===== src/rtl/pwm_multi_counter_pkg.sv =====
`default_nettype none
// ============================================================================
// Package     : pwm_pkg
// Description : Shared constants for the PWM timebase (counting modes,
//               direction encoding, default geometry).
// Revision    : 1.0 - initial release
// ============================================================================
package pwm_pkg;

    // Counting modes
    localparam int MODE_EDGE   = 0;
    localparam int MODE_CENTER = 1;

    // Counter direction encoding
    localparam logic DIR_UP   = 1'b0;
    localparam logic DIR_DOWN = 1'b1;

    // Default geometry
    localparam int DEFAULT_WIDTH    = 8;
    localparam int DEFAULT_CHANNELS = 4;

endpackage
`default_nettype wire


===== src/rtl/pwm_compare_channel.sv =====
`default_nettype none
// ============================================================================
// Module      : pwm_compare_channel
// Description : One PWM channel: pending/active duty shadow registers and a
//               registered comparator fed with the counter's next value, so
//               the output matches (CNTR < duty) in the same cycle as CNTR.
// Revision    : 1.0 - initial release
// ============================================================================
module pwm_compare_channel
    import pwm_pkg::*;
#(
    parameter int WIDTH = DEFAULT_WIDTH
) (
    input  logic             clk,
    input  logic             rst,
    input  logic             i_capture,     // store i_duty into pending
    input  logic             i_apply_in,    // boundary load: i_duty goes active directly
    input  logic             i_apply_pend,  // boundary: pending duty goes active
    input  logic [WIDTH-1:0] i_duty,
    input  logic [WIDTH-1:0] i_cnt_next,    // counter value after this edge
    output logic             o_pwm
);

    logic [WIDTH-1:0] duty_pend_q, duty_pend_d;
    logic [WIDTH-1:0] duty_act_q,  duty_act_d;
    logic             pwm_q,       pwm_d;

    // Shadow register update and compare against the post-edge count/duty
    always_comb begin
        duty_pend_d = i_capture ? i_duty : duty_pend_q;
        duty_act_d  = duty_act_q;
        if (i_apply_in) begin
            duty_act_d = i_duty;
        end else if (i_apply_pend) begin
            duty_act_d = duty_pend_q;
        end
        pwm_d = (i_cnt_next < duty_act_d);
    end

    // Channel state registers
    always_ff @(posedge clk or posedge rst) begin
        if (rst) begin
            duty_pend_q <= '0;
            duty_act_q  <= '0;
            pwm_q       <= 1'b0;
        end else begin
            duty_pend_q <= duty_pend_d;
            duty_act_q  <= duty_act_d;
            pwm_q       <= pwm_d;
        end
    end

    assign o_pwm = pwm_q;

endmodule
`default_nettype wire


===== src/rtl/pwm_multi_counter.sv =====
`default_nettype none
// ============================================================================
// Module      : pwm_multi_counter
// Description : Parametrised PWM timebase. WIDTH-bit period counter, edge- or
//               center-aligned, with CHANNELS double-buffered duty compare
//               channels. New period/duty values take effect only on the
//               edge that returns the counter to 0.
// Revision    : 1.0 - initial release
// ============================================================================
module pwm_multi_counter
    import pwm_pkg::*;
#(
    parameter int               WIDTH        = DEFAULT_WIDTH,
    parameter int               CHANNELS     = DEFAULT_CHANNELS,
    parameter int               CENTER       = MODE_EDGE,
    parameter logic [WIDTH-1:0] RESET_PERIOD = {WIDTH{1'b1}}
) (
    input  logic                      CLoK,
    input  logic                      Reset,
    input  logic                      Enable,
    input  logic                      Load,
    input  logic [WIDTH-1:0]          Period,
    input  logic [CHANNELS*WIDTH-1:0] Duty,
    output logic [WIDTH-1:0]          CNTR,
    output logic [CHANNELS-1:0]       Pwm_Out,
    output logic                      Wrap,
    output logic                      Load_Ack
);

    localparam logic [WIDTH-1:0] c_one = WIDTH'(1);

    logic [WIDTH-1:0] cnt_q,         cnt_d;
    logic             dir_q,         dir_d;
    logic [WIDTH-1:0] period_act_q,  period_act_d;
    logic [WIDTH-1:0] period_pend_q, period_pend_d;
    logic             pend_q,        pend_d;
    logic             wrap_q,        wrap_d;
    logic             ack_q,         ack_d;

    logic [WIDTH-1:0] w_cnt_step;
    logic             w_dir_step;
    logic             w_boundary;
    logic             w_capture;
    logic             w_apply_in;
    logic             w_apply_pend;

    // Next count/direction assuming the counter advances this cycle
    always_comb begin
        w_cnt_step = cnt_q;
        w_dir_step = dir_q;
        if (CENTER == MODE_CENTER) begin
            if (dir_q == DIR_UP) begin
                if (cnt_q < period_act_q) begin
                    w_cnt_step = cnt_q + c_one;
                    w_dir_step = ((cnt_q + c_one) == period_act_q) ? DIR_DOWN : DIR_UP;
                end else begin
                    // Zero period: pinned at 0, every step is a boundary
                    w_cnt_step = '0;
                    w_dir_step = DIR_UP;
                end
            end else begin
                if (cnt_q <= c_one) begin
                    w_cnt_step = '0;
                    w_dir_step = DIR_UP;
                end else begin
                    w_cnt_step = cnt_q - c_one;
                    w_dir_step = DIR_DOWN;
                end
            end
        end else begin
            // Natural rollover covers the all-ones period
            w_cnt_step = (cnt_q == period_act_q) ? '0 : cnt_q + c_one;
            w_dir_step = DIR_UP;
        end
    end

    // Boundary detect and shadow-register control. The step only yields 0
    // when a period ends, so a zero step while enabled marks the boundary.
    always_comb begin
        w_boundary   = Enable && (w_cnt_step == '0);
        w_capture    = Load && !w_boundary;
        w_apply_in   = Load && w_boundary;
        w_apply_pend = !Load && w_boundary && pend_q;

        cnt_d = Enable ? w_cnt_step : cnt_q;
        dir_d = Enable ? w_dir_step : dir_q;

        period_pend_d = w_capture ? Period : period_pend_q;
        period_act_d  = period_act_q;
        if (w_apply_in) begin
            period_act_d = Period;
        end else if (w_apply_pend) begin
            period_act_d = period_pend_q;
        end

        pend_d = pend_q;
        if (w_capture) begin
            pend_d = 1'b1;
        end else if (w_boundary) begin
            pend_d = 1'b0;
        end

        wrap_d = w_boundary;
        ack_d  = w_apply_in || w_apply_pend;
    end

    // Timebase state registers
    always_ff @(posedge CLoK or posedge Reset) begin
        if (Reset) begin
            cnt_q         <= '0;
            dir_q         <= DIR_UP;
            period_act_q  <= RESET_PERIOD;
            period_pend_q <= '0;
            pend_q        <= 1'b0;
            wrap_q        <= 1'b0;
            ack_q         <= 1'b0;
        end else begin
            cnt_q         <= cnt_d;
            dir_q         <= dir_d;
            period_act_q  <= period_act_d;
            period_pend_q <= period_pend_d;
            pend_q        <= pend_d;
            wrap_q        <= wrap_d;
            ack_q         <= ack_d;
        end
    end

    for (genvar i = 0; i < CHANNELS; i++) begin : g_ch
        pwm_compare_channel #(
            .WIDTH (WIDTH)
        ) u_ch (
            .clk          (CLoK),
            .rst          (Reset),
            .i_capture    (w_capture),
            .i_apply_in   (w_apply_in),
            .i_apply_pend (w_apply_pend),
            .i_duty       (Duty[i*WIDTH +: WIDTH]),
            .i_cnt_next   (cnt_d),
            .o_pwm        (Pwm_Out[i])
        );
    end

    assign CNTR     = cnt_q;
    assign Wrap     = wrap_q;
    assign Load_Ack = ack_q;

endmodule
`default_nettype wire

===== config.mk =====
export PLATFORM = sky130hd
export DESIGN_NAME = pwm_multi_counter
export DESIGN_NICKNAME = d
export VERILOG_FILES = /design/src/rtl/pwm_multi_counter_pkg.sv /design/src/rtl/pwm_compare_channel.sv /design/src/rtl/pwm_multi_counter.sv
export SDC_FILE = /design/constraint.sdc
export NUM_CORES = 1
export LEC_CHECK = 0
export ABC_AREA = 1
export ABC_CLOCK_PERIOD_IN_PS = 6080
export CAP_MARGIN = 15
export CORE_MARGIN = 4
export CORE_UTILIZATION = 50
export DETAILED_ROUTE_END_ITERATION = 7
export GPL_TIMING_DRIVEN = 1
export HOLD_SLACK_MARGIN = 0.06
export PLACE_DENSITY = 0.7
export SYNTH_ARGS = -nofsm -noshare
export SYNTH_HDL_FRONTEND = slang
export SYNTH_SLANG_ARGS = --single-unit
export TNS_END_PERCENT = 50

===== constraint.sdc =====
create_clock -name CLoK -period 6.08 [get_ports CLoK]
set_clock_uncertainty 0.15 [all_clocks]
set_input_delay 0.608 -clock CLoK [delete_from_list [all_inputs] [get_ports CLoK]]
set_output_delay 0.608 -clock CLoK [all_outputs]
set_load 0.05 [all_outputs]

==> metrics.yaml <==
drc: 0
vias_per_cell: 5.08
synth_async_sr_flop_share_pct: 100
antenna_found_initial: 0
cts.sinks: 95
finalSetupViolations: 0
grt_pass1_wl_um: 18000
status: "finished clean"
p_leak_uw: 0.00284
yosys_warnings: 0
startpoint_type: "flop"
r2r_cells: 16
gr-total-overflow: 0
gp_congestion: 0.818
worst_slack_ns: 2.47
critPathCaptureType: "flop"
cts_root_buffer: "clkbuf_8"
routed_wl_um: 10600
reg2reg_to: "g_ch[0].u_ch.o_pwm$_DFF_PP0_"
slew_violations: 0
syn_inst: 536
vias: 3671
yosysTopAreaCellShare_pct: 43.9
avgSynthCellArea_um2: 9.24
synth_most_common_cell: "nand2_1"
finalCriticalPeriod_ns: 3.61
grt_max_degree: 74
die_height_um: 108
ir_worst_vdd_uv: 173
final_antenna_net_count: 0
yosys.area.top_type: "dfrtp_1"
initial_core_util_pct: 50.9
finalNetCount: 657
drt-initial-drc-count: 176
numCtsBuffers: 9
finalSetupTns_ns: 0
p_per_area_nw_per_um2: 465
ys.flop_type: "dfrtp_1"
synth_nets: 609
dp_slack_ns: 1.98
synth_seq_cells: 95
worstPathArrival_ns: 3.74
finalHoldViolCount: 0
h-tree-depth: 3
dr.pass1.iters: 4
die_x_um: 108
syn_area_um2: 4950
cts_resized: 0
crit_type: "flop to flop"
grt_usage_pct: 19.7
synth_common_cells: "nand2_1 (101), dfrtp_1 (87), inv_1 (48), nor2_1 (42)"
slew_headroom_pct: 33.3
crit_start: "period_act_q[6]$_DFFE_PP1P_"
layout-drive-gt1-share_pct: 18.0
area_growth_pct: 16.8
rsz0062_at_grt: "false"
cts.clk_slew.worst_paths_ns: 0.09
fmax_ghz: 0.277
max_slew.worst_pin.slew_ns: 0.990
crit_end: "g_ch[0].u_ch.o_pwm$_DFF_PP0_"
die-area_um2: 11600
synth_area_leaders: "dfrtp_1 (44%), nand2_1 (7.7%), ha_1 (7.3%)"
cp.required_ns: 6.21
insertion_delay_ns: 0.36
wl_per_cell_um: 14.7
synth-edff-count: 0
ys_seq_area_share_pct: 48.2
num_rows: 36
period_share_pct: 59.3
hpwlAfterDp_um: 7330
cts_tree: "yes"
rr_startpoint: "period_act_q[6]$_DFFE_PP1P_"
r2r_slack_ns: 2.47
synth_cell_type_count: 31
clockBufferDepth: 2
cap_violations: 0
cts.hold.buffers_added: 0
ios: 58
cts_setup_buffers: 0
finish.utilization_pct: 59.5
num_antenna_cells: 0
core_area_um2: 9730
n_fill_cell: 878
io_buffers: 57
cp_max_fo: 16
grt_pass1_vias: 3639
min_path_type: "flop to flop"
[through the flow]
step / power (uW) / std cells / hold WS [ns] / area, um2
after CTS: 2700 / 721 / 0.335 / 5770
after global routing: 2930 / 722 / 0.351 / 5790
after floorplan: 1960 / 536 / 0.299 / 4950
after detailed placement: 2270 / 705 / 0.318 / 5570
final: 2690 / 722 / 0.332 / 5790
after global placement: 2220 / 705 / 0.311 / 5570
[area by class of cell]
type / count / area, um2 / share of cell area, %
Tap cell: 133 / 166 / 2.88
Clock buffer: 11 / 141 / 2.44
Inverter: 84 / 317 / 5.47
Timing Repair Buffer: 61 / 613 / 10.6
Clock inverter: 5 / 57.6 / 0.995
Multi-Input combinational cell: 333 / 2100 / 36.4
Sequential cell: 95 / 2390 / 41.3
[logic make-up after synthesis]
kind of cell / count (synthesis) / synth area share [%]
adders and majority gates: 29 / 7.32
and+or+nand+nor: 174 / 14.8
buffers and inverters: 108 / 9.42
DFF: 95 / 48.2
xor gates and xnor gates: 8 / 1.41
muxes: 12 / 2.73
AOI/OAI and AO/OA: 110 / 16.1
[metal layers]
metal  vias to the layer above  part of all wire (%)  GRT usage, %
met4                         0                  0.76          5.68
li1                       1847                     -             -
met2                        88                    48          31.6
met1                      1732                    45          27.5
met3                         4                   6.0          3.48
met5                         -                     0             0
[cells in the final DEF, fill, tap and decap left out, drive strengths merged]
cell           Yosys  final
nand2            106    106
dfrtp             87     87
inv               84     83
clkdlybuf4s50      0     57
o21ai             44     44
nor2              43     43
a21oi             41     41
ha                29     29
a221oi            16     16
nand3             14     14
mux2              12     12
clkbuf             4     11
nand4              8      8
o221ai             8      8
dfstp              8      8
xnor2              5      5
buf               20      4
xor2               3      3
nor3               3      3
clkinvlp           0      3
clkinv             0      2
a21o               1      1
bufinv             0      1
[critical path, stage by stage (launching register included)]
cell,delay (ns)
dfstp_2,0.55
xnor2_1,0.11
nand2_1,0.08
nor2_1,0.11
nand2_1,0.27
o21ai_1,0.21
nand2_2,0.11
nor2_8,0.19
nand2_2,0.10
inv_2,0.09
nand2_2,0.22
inv_2,0.48
a221oi_2,0.13
ha_1,0.34
a21oi_1,0.19
nand2_1,0.07
a21oi_1,0.12
[where the power goes]
group	switching, uW	internal, uW	total, uW
clock	223	201	424
combinational	792	503	1290
sequential	120	853	972
total	1140	1560	2690
[how the worst min path moves through the flow]
stage | startpoint | end | slack, ns | cells past startpoint
6_report | period_act_q[4]$_DFFE_PP1P_ | period_act_q[4]$_DFFE_PP1P_ | 0.33 | 2
5_1_grt | g_ch[3].u_ch.duty_act_q[5]$_DFF_PP0_ | g_ch[3].u_ch.duty_act_q[5]$_DFF_PP0_ | 0.35 | 2
4_1_cts | period_act_q[4]$_DFFE_PP1P_ | period_act_q[4]$_DFFE_PP1P_ | 0.34 | 2
3_5_place_dp | g_ch[0].u_ch.duty_act_q[7]$_DFF_PP0_ | g_ch[0].u_ch.duty_act_q[7]$_DFF_PP0_ | 0.32 | 2
3_3_place_gp | g_ch[1].u_ch.duty_act_q[7]$_DFF_PP0_ | g_ch[1].u_ch.duty_act_q[7]$_DFF_PP0_ | 0.31 | 2
2_1_floorplan | g_ch[0].u_ch.duty_act_q[0]$_DFF_PP0_ | g_ch[0].u_ch.duty_act_q[0]$_DFF_PP0_ | 0.30 | 2
[sequential cells by signal (all words and copies together) (netlist names)]
signal and flops:
g_ch.u_ch.o_pwm 4, Load_Ack 1, g_ch.u_ch.duty_act_q 32, CNTR 8, Wrap 1, period_act_q 8, g_ch.u_ch.duty_pend_q 32, period_pend_q 8
pend_q 1
Note: power is estimated with default switching activity, not from simulation.
